==> src/rtl/output_port_fifo_if.sv <==
// Bus-side bundle for output_port_fifo: CPU push, consumer valid/ready drain,
// display register and status. The master side drives Eout/inputData/outReady/clrOvf.
interface output_port_fifo_if #(
    parameter int unsigned WIDTH = 8,
    parameter int unsigned DEPTH = 4
);
    localparam int unsigned CW = $clog2(DEPTH) + 1;

    logic             Eout;
    logic [WIDTH-1:0] inputData;
    logic [WIDTH-1:0] outData;
    logic             outValid;
    logic             outReady;
    logic [WIDTH-1:0] outputData;
    logic [CW-1:0]    count;
    logic             full;
    logic             overflow;
    logic             clrOvf;

    modport master (
        output Eout,
        output inputData,
        output outReady,
        output clrOvf,
        input  outData,
        input  outValid,
        input  outputData,
        input  count,
        input  full,
        input  overflow
    );

    modport slave (
        input  Eout,
        input  inputData,
        input  outReady,
        input  clrOvf,
        output outData,
        output outValid,
        output outputData,
        output count,
        output full,
        output overflow
    );
endinterface

==> src/rtl/output_port_fifo.sv <==
// Output port FIFO: buffers CPU OUT writes for a slow valid/ready consumer and keeps
// a display register of the last drained value, occupancy, full and sticky overflow.
module output_port_fifo #(
    parameter int unsigned WIDTH = 8,
    parameter int unsigned DEPTH = 4
) (
    input  logic              clk,
    input  logic              rst,
    output_port_fifo_if.slave port
);
    localparam int unsigned CW = $clog2(DEPTH) + 1;
    localparam int unsigned PW = $clog2(DEPTH);

    logic [WIDTH-1:0] mem [DEPTH];

    logic [PW-1:0]    rd_ptr_q, rd_ptr_d;
    logic [PW-1:0]    wr_ptr_q, wr_ptr_d;
    logic [CW-1:0]    count_q, count_d;
    logic [WIDTH-1:0] disp_q, disp_d;
    logic             ovf_q, ovf_d;

    logic empty;
    logic is_full;
    logic pop;
    logic push;
    logic drop;

    assign empty   = (count_q == '0);
    assign is_full = (count_q == CW'(DEPTH));
    assign pop     = ~empty & port.outReady;
    // A full FIFO still accepts a push when the head leaves in the same cycle.
    assign push    = port.Eout & (~is_full | pop);
    assign drop    = port.Eout & ~push;

    always_comb begin
        rd_ptr_d = rd_ptr_q;
        wr_ptr_d = wr_ptr_q;
        count_d  = count_q;
        disp_d   = disp_q;
        ovf_d    = ovf_q;

        if (pop) begin
            rd_ptr_d = rd_ptr_q + PW'(1);
            disp_d   = mem[rd_ptr_q];
        end
        if (push) begin
            wr_ptr_d = wr_ptr_q + PW'(1);
        end

        case ({push, pop})
            2'b10:   count_d = count_q + CW'(1);
            2'b01:   count_d = count_q - CW'(1);
            default: count_d = count_q;
        endcase

        // Set wins over clear when both happen in the same cycle.
        if (drop) begin
            ovf_d = 1'b1;
        end else if (port.clrOvf) begin
            ovf_d = 1'b0;
        end
    end

    always_ff @(posedge clk) begin
        if (rst) begin
            rd_ptr_q <= '0;
            wr_ptr_q <= '0;
            count_q  <= '0;
            disp_q   <= '0;
            ovf_q    <= 1'b0;
        end else begin
            rd_ptr_q <= rd_ptr_d;
            wr_ptr_q <= wr_ptr_d;
            count_q  <= count_d;
            disp_q   <= disp_d;
            ovf_q    <= ovf_d;
        end
    end

    // Storage is not reset; only the pointers and count define what is valid.
    always_ff @(posedge clk) begin
        if (!rst && push) begin
            mem[wr_ptr_q] <= port.inputData;
        end
    end

    assign port.outData    = mem[rd_ptr_q];
    assign port.outValid   = ~empty;
    assign port.full       = is_full;
    assign port.count      = count_q;
    assign port.outputData = disp_q;
    assign port.overflow   = ovf_q;

endmodule

==> src/flat_wrapper.sv <==
// flat-port wrapper written by rule: the top's interface ports become plain ports
module output_port_fifo_flat 
#(
    parameter int unsigned WIDTH = 8,
    parameter int unsigned DEPTH = 4
)
  (clk, rst, port_Eout, port_inputData, port_outReady, port_clrOvf, port_outData, port_outValid, port_outputData, port_count, port_full, port_overflow);
  output_port_fifo_if #(.WIDTH(WIDTH), .DEPTH(DEPTH)) port_i ();
  input  logic clk;
  input  logic rst;
  input wire logic [$bits(port_i.Eout)-1:0] port_Eout;
  input wire logic [$bits(port_i.inputData)-1:0] port_inputData;
  input wire logic [$bits(port_i.outReady)-1:0] port_outReady;
  input wire logic [$bits(port_i.clrOvf)-1:0] port_clrOvf;
  output wire logic [$bits(port_i.outData)-1:0] port_outData;
  output wire logic [$bits(port_i.outValid)-1:0] port_outValid;
  output wire logic [$bits(port_i.outputData)-1:0] port_outputData;
  output wire logic [$bits(port_i.count)-1:0] port_count;
  output wire logic [$bits(port_i.full)-1:0] port_full;
  output wire logic [$bits(port_i.overflow)-1:0] port_overflow;
  assign port_i.Eout = port_Eout;
  assign port_i.inputData = port_inputData;
  assign port_i.outReady = port_outReady;
  assign port_i.clrOvf = port_clrOvf;
  assign port_outData = port_i.outData;
  assign port_outValid = port_i.outValid;
  assign port_outputData = port_i.outputData;
  assign port_count = port_i.count;
  assign port_full = port_i.full;
  assign port_overflow = port_i.overflow;
  output_port_fifo #(.WIDTH(WIDTH), .DEPTH(DEPTH)) u_core (.clk(clk), .rst(rst), .port(port_i));
endmodule
==> config.mk <==
export PLATFORM = sky130hd
export DESIGN_NAME = output_port_fifo_flat
export DESIGN_NICKNAME = d
export VERILOG_FILES = /design/src/rtl/output_port_fifo_if.sv /design/src/rtl/output_port_fifo.sv /design/src/flat_wrapper.sv
export SDC_FILE = /design/constraint.sdc
export NUM_CORES = 1
export LEC_CHECK = 0
export BUFFER_PORTS_ARGS = -buffer_cell sky130_fd_sc_hd__clkbuf_2
export CORE_UTILIZATION = 55
export CTS_CLUSTER_DIAMETER = 200
export DETAILED_ROUTE_END_ITERATION = 7
export PLACE_DENSITY = 0.79
export SLEW_MARGIN = 20
export SYNTH_ARGS = -nofsm -noshare
export SYNTH_HDL_FRONTEND = slang
export SYNTH_SLANG_ARGS = --single-unit
==> constraint.sdc <==
create_clock -name clk -period 3.6 [get_ports clk]
set_input_delay 0.36 -clock clk [delete_from_list [all_inputs] [get_ports clk]]
set_output_delay 0.36 -clock clk [all_outputs]
set_load 0.02 [all_outputs]
==> flow_summary.json, run 1 <==
{
  "holdCritStartpoint": "port_inputData[6]",
  "hold_path_depth": 1,
  "ff2ff_setup_slack_ns": 1.22,
  "placement_rows": 21,
  "grt_pass1_wl_um": 5000,
  "tns_ns": 0,
  "power.share.sequential": 0.492,
  "rsz0062_at_grt": "no",
  "cp-end-kind": "register",
  "post_cts_resized": 0,
  "grtUsageTotal": 0.193,
  "ys_types": 29,
  "synth.avg_cell_area_um2": 14.8,
  "setup_violations": 0,
  "synthCells": 134,
  "syn_nets": 153,
  "grt.overflow.total": 0,
  "drv_slew": 0,
  "area_delta_synth_final_pct": 15.4,
  "cpMaxStageDelayCell": "o31ai_2",
  "tightestPinTransition_ns": 0.804,
  "critPathKind": "register to register",
  "dieArea_um2": 3840,
  "clockBufferDepth": 2,
  "critPathMaxStageDelay_ns": 0.73,
  "powerDensity_nw_per_um2": 660,
  "finalCritPeriodShare": 0.661,
  "power.total_mw": 1.51,
  "antenna_found_initial": 0,
  "fmax_mhz": 420,
  "rr_worst_depth": 8,
  "num-fill-cells": 242,
  "die_h_um": 62.0,
  "ant_nets": 0,
  "via_count": 1155,
  "rr_startpoint": "u_core.port.count[1]",
  "io_pins": 35,
  "crit_path_cell_trace": "o31ai_2 -> inv_4 -> ha_1 -> inv_1 -> fa_1 -> xor2_1 -> or3_1 -> a21oi_1",
  "arrival_ns": 2.68,
  "min_period_ns": 2.38,
  "wire_per_inst_um": 14.1,
  "power_frac_clock": 0.212,
  "initial_core_util": 0.584,
  "first_pass_iters": 4,
  "total_switching_power_mw": 0.502,
  "crit_required_ns": 3.90,
  "ys.warnings.count": 0,
  "nNetsFinal": 193,
  "multi_input_area_um2": 593,
  "routed_wirelength_um": 3130,
  "cap_violations": 0,
  "p_leak_nw": 0.859,
  "combPwrFrac": 0.297,
  "drive_gt1_frac": 0.343,
  "ys_seq_area_frac": 0.668,
  "die_width_um": 62.0,
  "drc_errors": 0,
  "cts_tree": "built",
  "port_buffers": 34,
  "fin_worst_skew_ns": 0.0123,
  "hp-class": "primary input to register",
  "grt_max_degree": 24,
  "slew_headroom": 0.461,
  "h-tree-depth": 2,
  "swShare": 0.333,
  "cts_root_buf": "clkbuf_4",
  "synth_seq_cells": 50,
  "clk_latency_ns": 0.37,
  "clk_pin_slew_ns": 0.14,
  "antennaDiodeCount": 0,
  "intPower_mw": 1.01,
  "hold_viol": 0,
  "drtIter0Drc": 55,
  "utilization": 0.674,
  "cts.sinks": 50,
  "ir_worst_vdd_mv": 0.381,
  "place_congestion": 0.722,
  "holdBufCountCts": 0,
  "viasPerCell": 5.23,
  "dp.final_hpwl_um": 2260,
  "outcome": "finished clean",
  "worstPathMaxFanout": 11,
  "start_kind": "register",
  "synth_area_um2": 1980,
  "core-area_um2": 3390,
  "seqCellArea_um2": 1320,
  "r2r_end": "u_core.port.count[2]",
  "cts_buffers": 5,
  "min_to": "u_core.mem[0][6]",
  "post_cts_buffers": 0,
  "grt_pass1_vias": 1093
}
through the flow:
step | setup slack [ns] | hold WS, ns | area, µm² | instances
after detailed placement | 1.23 | 0.448 | 2200 | 213
final | 1.22 | 0.196 | 2280 | 221
after global placement | 1.33 | 0.445 | 2200 | 213
after floorplan | 1.35 | 0.459 | 1980 | 134
after CTS | 1.21 | 0.190 | 2280 | 221
after global routing | 1.04 | 0.172 | 2280 | 221
layout make-up:
type | count | share of cell area
clock inverters | 3 | 0.0186
repair buffers | 38 | 0.0876
flip-flops and latches | 50 | 0.578
inverters | 8 | 0.0142
well taps | 46 | 0.0252
multi-input cells | 71 | 0.260
clock buffers | 5 | 0.0164
how the worst max path moves through the flow:
stage	from	end	slack (ns)	cells past startpoint
final	u_core.port.count[1]	u_core.port.count[2]	1.22	8
after global routing	u_core.port.count[2]	u_core.port.count[2]	1.04	9
after CTS	u_core.port.count[1]	u_core.port.count[2]	1.21	8
after detailed placement	u_core.port.count[1]	u_core.port.count[2]	1.23	8
after global placement	port_outReady	u_core.port.count[2]	1.33	10
after floorplan	u_core.port.count[2]	u_core.port.count[2]	1.35	9
worst max-delay path: cells and delay by family, from the launching register on:
family                   cells  cell delay [ns]
AO/OA/AOI/OAI                2             0.87
buffers and inverters        2             0.23
AND/OR/NAND/NOR              1             0.30
XOR/XNOR                     1             0.07
flip-flops                   1             0.39
adder cells (fa/ha/maj)      2             0.44
cells by family (layout without fill, tap and decap cells):
logic type	after synthesis	after routing	share of synthesized area
simple gates	37	37	0.0955
mux	10	10	0.104
flops	50	50	0.668
fa+ha+maj	6	6	0.0417
xor+xnor	3	3	0.0171
compound gates	15	15	0.0417
buf+inv	13	54	0.0329
flip-flops by register name, summed over array words and instances, names as in the netlist, named ones only:
register	count
u_core.mem	32
u_core.port.outputData	8
u_core.port.count	3
u_core.rd_ptr_q	2
u_core.wr_ptr_q	2
u_core.port.overflow	1
Yosys cell counts (all sizes together):
library cell  count  area share
a21oi            12       0.030
and3              1      0.0032
buf               4       0.014
clkbuf            1      0.0025
dfxtp            18        0.18
edfxtp           32        0.49
fa                1       0.010
ha                5       0.032
inv               8       0.016
mux2              1      0.0076
mux2i             1      0.0051
mux4              8       0.091
nand2            16       0.030
nand2b            2      0.0063
nor2              8       0.015
nor2b             2      0.0076
nor3b             4       0.015
nor4b             1      0.0076
o21ai             2      0.0051
o31ai             1      0.0063
or3               3       0.010
xnor2             1      0.0082
xor2              2      0.0089
layer usage:
layer / wire (µm) / GRT usage / share of wire
met1: 1360 / 0.240 / 0.44
met4: 31 / 0.0762 / 0.0099
met5: 0 / 0 / 0
met3: 118 / 0.0559 / 0.038
met2: 1610 / 0.321 / 0.52
power by group through the flow:
| stage | sequential (mW) | clock, mW | combinational (mW) |
|---|---|---|---|
| after floorplan | 0.770 | 0 | 0.317 |
| after global placement | 0.752 | 0 | 0.440 |
| after detailed placement | 0.759 | 0 | 0.450 |
| after CTS | 0.745 | 0.325 | 0.453 |
| after global routing | 0.757 | 0.350 | 0.500 |
| final | 0.742 | 0.319 | 0.447 |
placed cells by master, fill, tap and decap left out, drive strengths merged, types with 2 or more instances in the layout:
| cell | n |
|---|---|
| o21ai | 2 |
| or3 | 3 |
| a21oi | 12 |
| edfxtp | 32 |
| buf | 4 |
| nor3b | 4 |
| mux4 | 8 |
| nor2 | 8 |
| nand2b | 2 |
| xor2 | 2 |
| inv | 9 |
| nor2b | 2 |
| ha | 5 |
| dfxtp | 18 |
| clkbuf | 39 |
| nand2 | 16 |
(Power assumes the default switching activity.)
==> run 2: changes to the inputs <==
ABC_AREA = 1   (was default)
PLACE_DENSITY = 0.78   (was 0.79)
clock period = 2.4 ns   (was 3.6 ns; I/O delays follow)
==> flow_summary.json, run 2 <==
{
  "synthTopCellsByArea": "edfxtp_1 (42%), dfxtp_1 (16%), nand2_1 (11%)",
  "synth_commonest_cells": "nand2_1 (66), inv_1 (60), edfxtp_1 (32)",
  "io_pins": 35,
  "dp.final_hpwl_um": 2920,
  "yosys.area_share.xor_xnor": 0,
  "rsz0062_at_grt": "no",
  "crit_path_cell_trace": "nor2_4 -> nand3_1 -> nand2_1 -> ha_1 -> inv_1 -> fa_1 -> inv_1 -> nand2_1 -> nand3_1 -> nand2_1 -> nand2_1 -> nor2_1",
  "rr_startpoint": "u_core.port.count[1]",
  "largest-register": "u_core.mem",
  "ys_seq_area_frac": 0.584,
  "synth_most_common_cell": "nand2_1",
  "synth.avg_cell_area_um2": 8.91,
  "routed_wirelength_um": 3930,
  "total_switching_power_mw": 0.936,
  "synth-adder-area-share": 0.0365,
  "ff2ff_setup_slack_ns": 0.46,
  "antenna_found_initial": 0,
  "fin_area_um2": 2580,
  "yosys.area.top_type": "edfxtp_1",
  "ir_worst_vdd_mv": 0.517,
  "synth_area_um2": 2260,
  "h-tree-depth": 2,
  "power.total_mw": 2.44,
  "via_count": 1623,
  "synthCells": 254,
  "grt_use_met1": 0.252,
  "yosys.area.top_type_share": 0.425,
  "clockBufferDepth": 2,
  "die_h_um": 66.1,
  "final_cells": 347,
  "antennaDiodeCount": 0,
  "finalCritPeriodShare": 0.807,
  "synth-compound-area-share": 0.0216,
  "tightestPinTransition_ns": 0.451,
  "cp_top_family": "simple AND/OR/NAND/NOR gates",
  "cts_buffers": 5,
  "post_cts_buffers": 0,
  "holdCritStartpoint": "rst",
  "wire_per_inst_um": 11.3,
  "holdBufCountCts": 0,
  "power_frac_clock": 0.189,
  "initial_core_util": 0.596,
  "crit_top_cell": "nand2_1",
  "arrival_ns": 2.14,
  "slew_headroom": 0.698,
  "met3_usage": 0.0672,
  "muxShareOfSynthArea": 0,
  "largest_reg_flops": 32,
  "tns_ns": 0,
  "dieArea_um2": 4370,
  "powerDensity_nw_per_um2": 946,
  "synth_top_family_by_area": "simple AND/OR/NAND/NOR gates",
  "drive_gt1_frac": 0.191,
  "drc_errors": 0,
  "cts.sinks": 50,
  "port_buffers": 34,
  "area_delta_synth_final_pct": 14.1,
  "gr-usage-met2": 0.347,
  "cts_tree": "built",
  "placed_area_um2": 2500,
  "die_width_um": 66.1,
  "outcome": "finished clean",
  "cap_violations": 0,
  "grt.busiest_layer": "met2",
  "grt_max_degree": 20,
  "drtIter0Drc": 95,
  "critPathMaxStageDelay_ns": 0.38,
  "startpoint": "u_core.port.count[1]",
  "power.share.sequential": 0.448,
  "p_leak_nw": 1.28,
  "ys_types": 22,
  "viasPerCell": 4.68,
  "ant_nets": 0,
  "cp-end-kind": "register",
  "dominantRegCellSynth": "edfxtp_1",
  "cpMaxStageDelayCell": "fa_1",
  "fmax_mhz": 516,
  "post_cts_resized": 0,
  "grt_pass1_wl_um": 6510,
  "first_pass_iters": 4,
  "dp_cells": 339,
  "start_kind": "register",
  "drv_slew": 0,
  "final_cell_mix": "nand2_1 (66), inv_1 (60), clkbuf_2 (34)",
  "hold_viol": 0,
  "core-area_um2": 3800,
  "synthSimpleGateAreaFrac": 0.228,
  "combPwrFrac": 0.363,
  "cts_root_buf": "clkbuf_8",
  "worstPathMaxFanout": 6,
  "hp-class": "primary input to register",
  "synth_edf_count": 32,
  "synth_seq_cells": 50,
  "setup_violations": 0,
  "min_period_ns": 1.94,
  "place_congestion": 0.781,
  "async_reset_ff_frac": 0,
  "nNetsFinal": 317,
  "placement_rows": 22,
  "syn_nets": 273,
  "intPower_mw": 1.50,
  "crit_required_ns": 2.60,
  "critPathKind": "register to register",
  "grtUsageTotal": 0.210,
  "mostFrequentLayoutCell": "nand2_1",
  "ys.warnings.count": 0,
  "grt.overflow.total": 0,
  "swShare": 0.384,
  "crit_buf_inv": 2,
  "fin_worst_skew_ns": 0.00311,
  "grt_pass1_vias": 1462,
  "clk_pin_slew_ns": 0.08,
  "clk_latency_ns": 0.30
}
-- run 2: cell types whose count changed in the layout (fill, tap and decap cells not counted), moves of 5 or more --
cell	delta
nor2_1	+19
mux4_2	-8
buf_4	+5
a21oi_1	-7
inv_1	+53
clkbuf_4	-5
nand2_1	+50
clkbuf_8	+5
nand3_1	+22
-- run 2: cell families (layout without fill, tap and decap cells) --
logic type,after synthesis,count (layout)
AO/OA/AOI/OAI,9,9
buffers and inverters,67,112
adder cells (fa/ha/maj),6,6
flip-flops,50,50
AND/OR/NAND/NOR,122,122
-- run 2: layout make-up --
type | count | area, µm²
inverter | 61 | 229
sequential | 50 | 1320
fill | 315 | 1220
tap | 48 | 60.1
timing repair buffer | 43 | 238
clock inverter | 3 | 16.3
multi-input combinational | 137 | 648
clock buffer | 5 | 68.8
-- run 2: through the flow --
step / hold WS (ns) / utilization / worst slack [ns]
2_1_floorplan: 0.307 / - / 0.523
3_3_place_gp: 0.450 / 0.657 / 0.579
3_5_place_dp: 0.454 / 0.657 / 0.488
4_1_cts: 0.124 / 0.680 / 0.466
5_1_grt: 0.113 / 0.680 / 0.218
6_report: 0.133 / 0.680 / 0.464
-- run 2: worst paths after layout --
kind,endpoint,cells after the start
worst max-delay path,u_core.port.count[2],12
worst min-delay path,u_core.rd_ptr_q[1],2
worst max register to register,u_core.port.count[2],12
worst min register to register,u_core.port.overflow,2
-- run 2: power by group through the flow --
stage	clock network [mW]	registers, mW	logic [mW]
after global placement	0	1.11	0.870
after floorplan	0	1.18	0.598
final	0.462	1.09	0.886
after CTS	0.476	1.10	0.891
after global routing	0.516	1.11	0.990
after detailed placement	0	1.12	0.884
-- run 2: metal layers --
| layer | share of wire | vias up |
|---|---|---|
| li1 | - | 857 |
| met3 | 0.062 | 2 |
| met5 | 0 | - |
| met1 | 0.43 | 722 |
| met2 | 0.50 | 42 |
| met4 | 0.0069 | 0 |
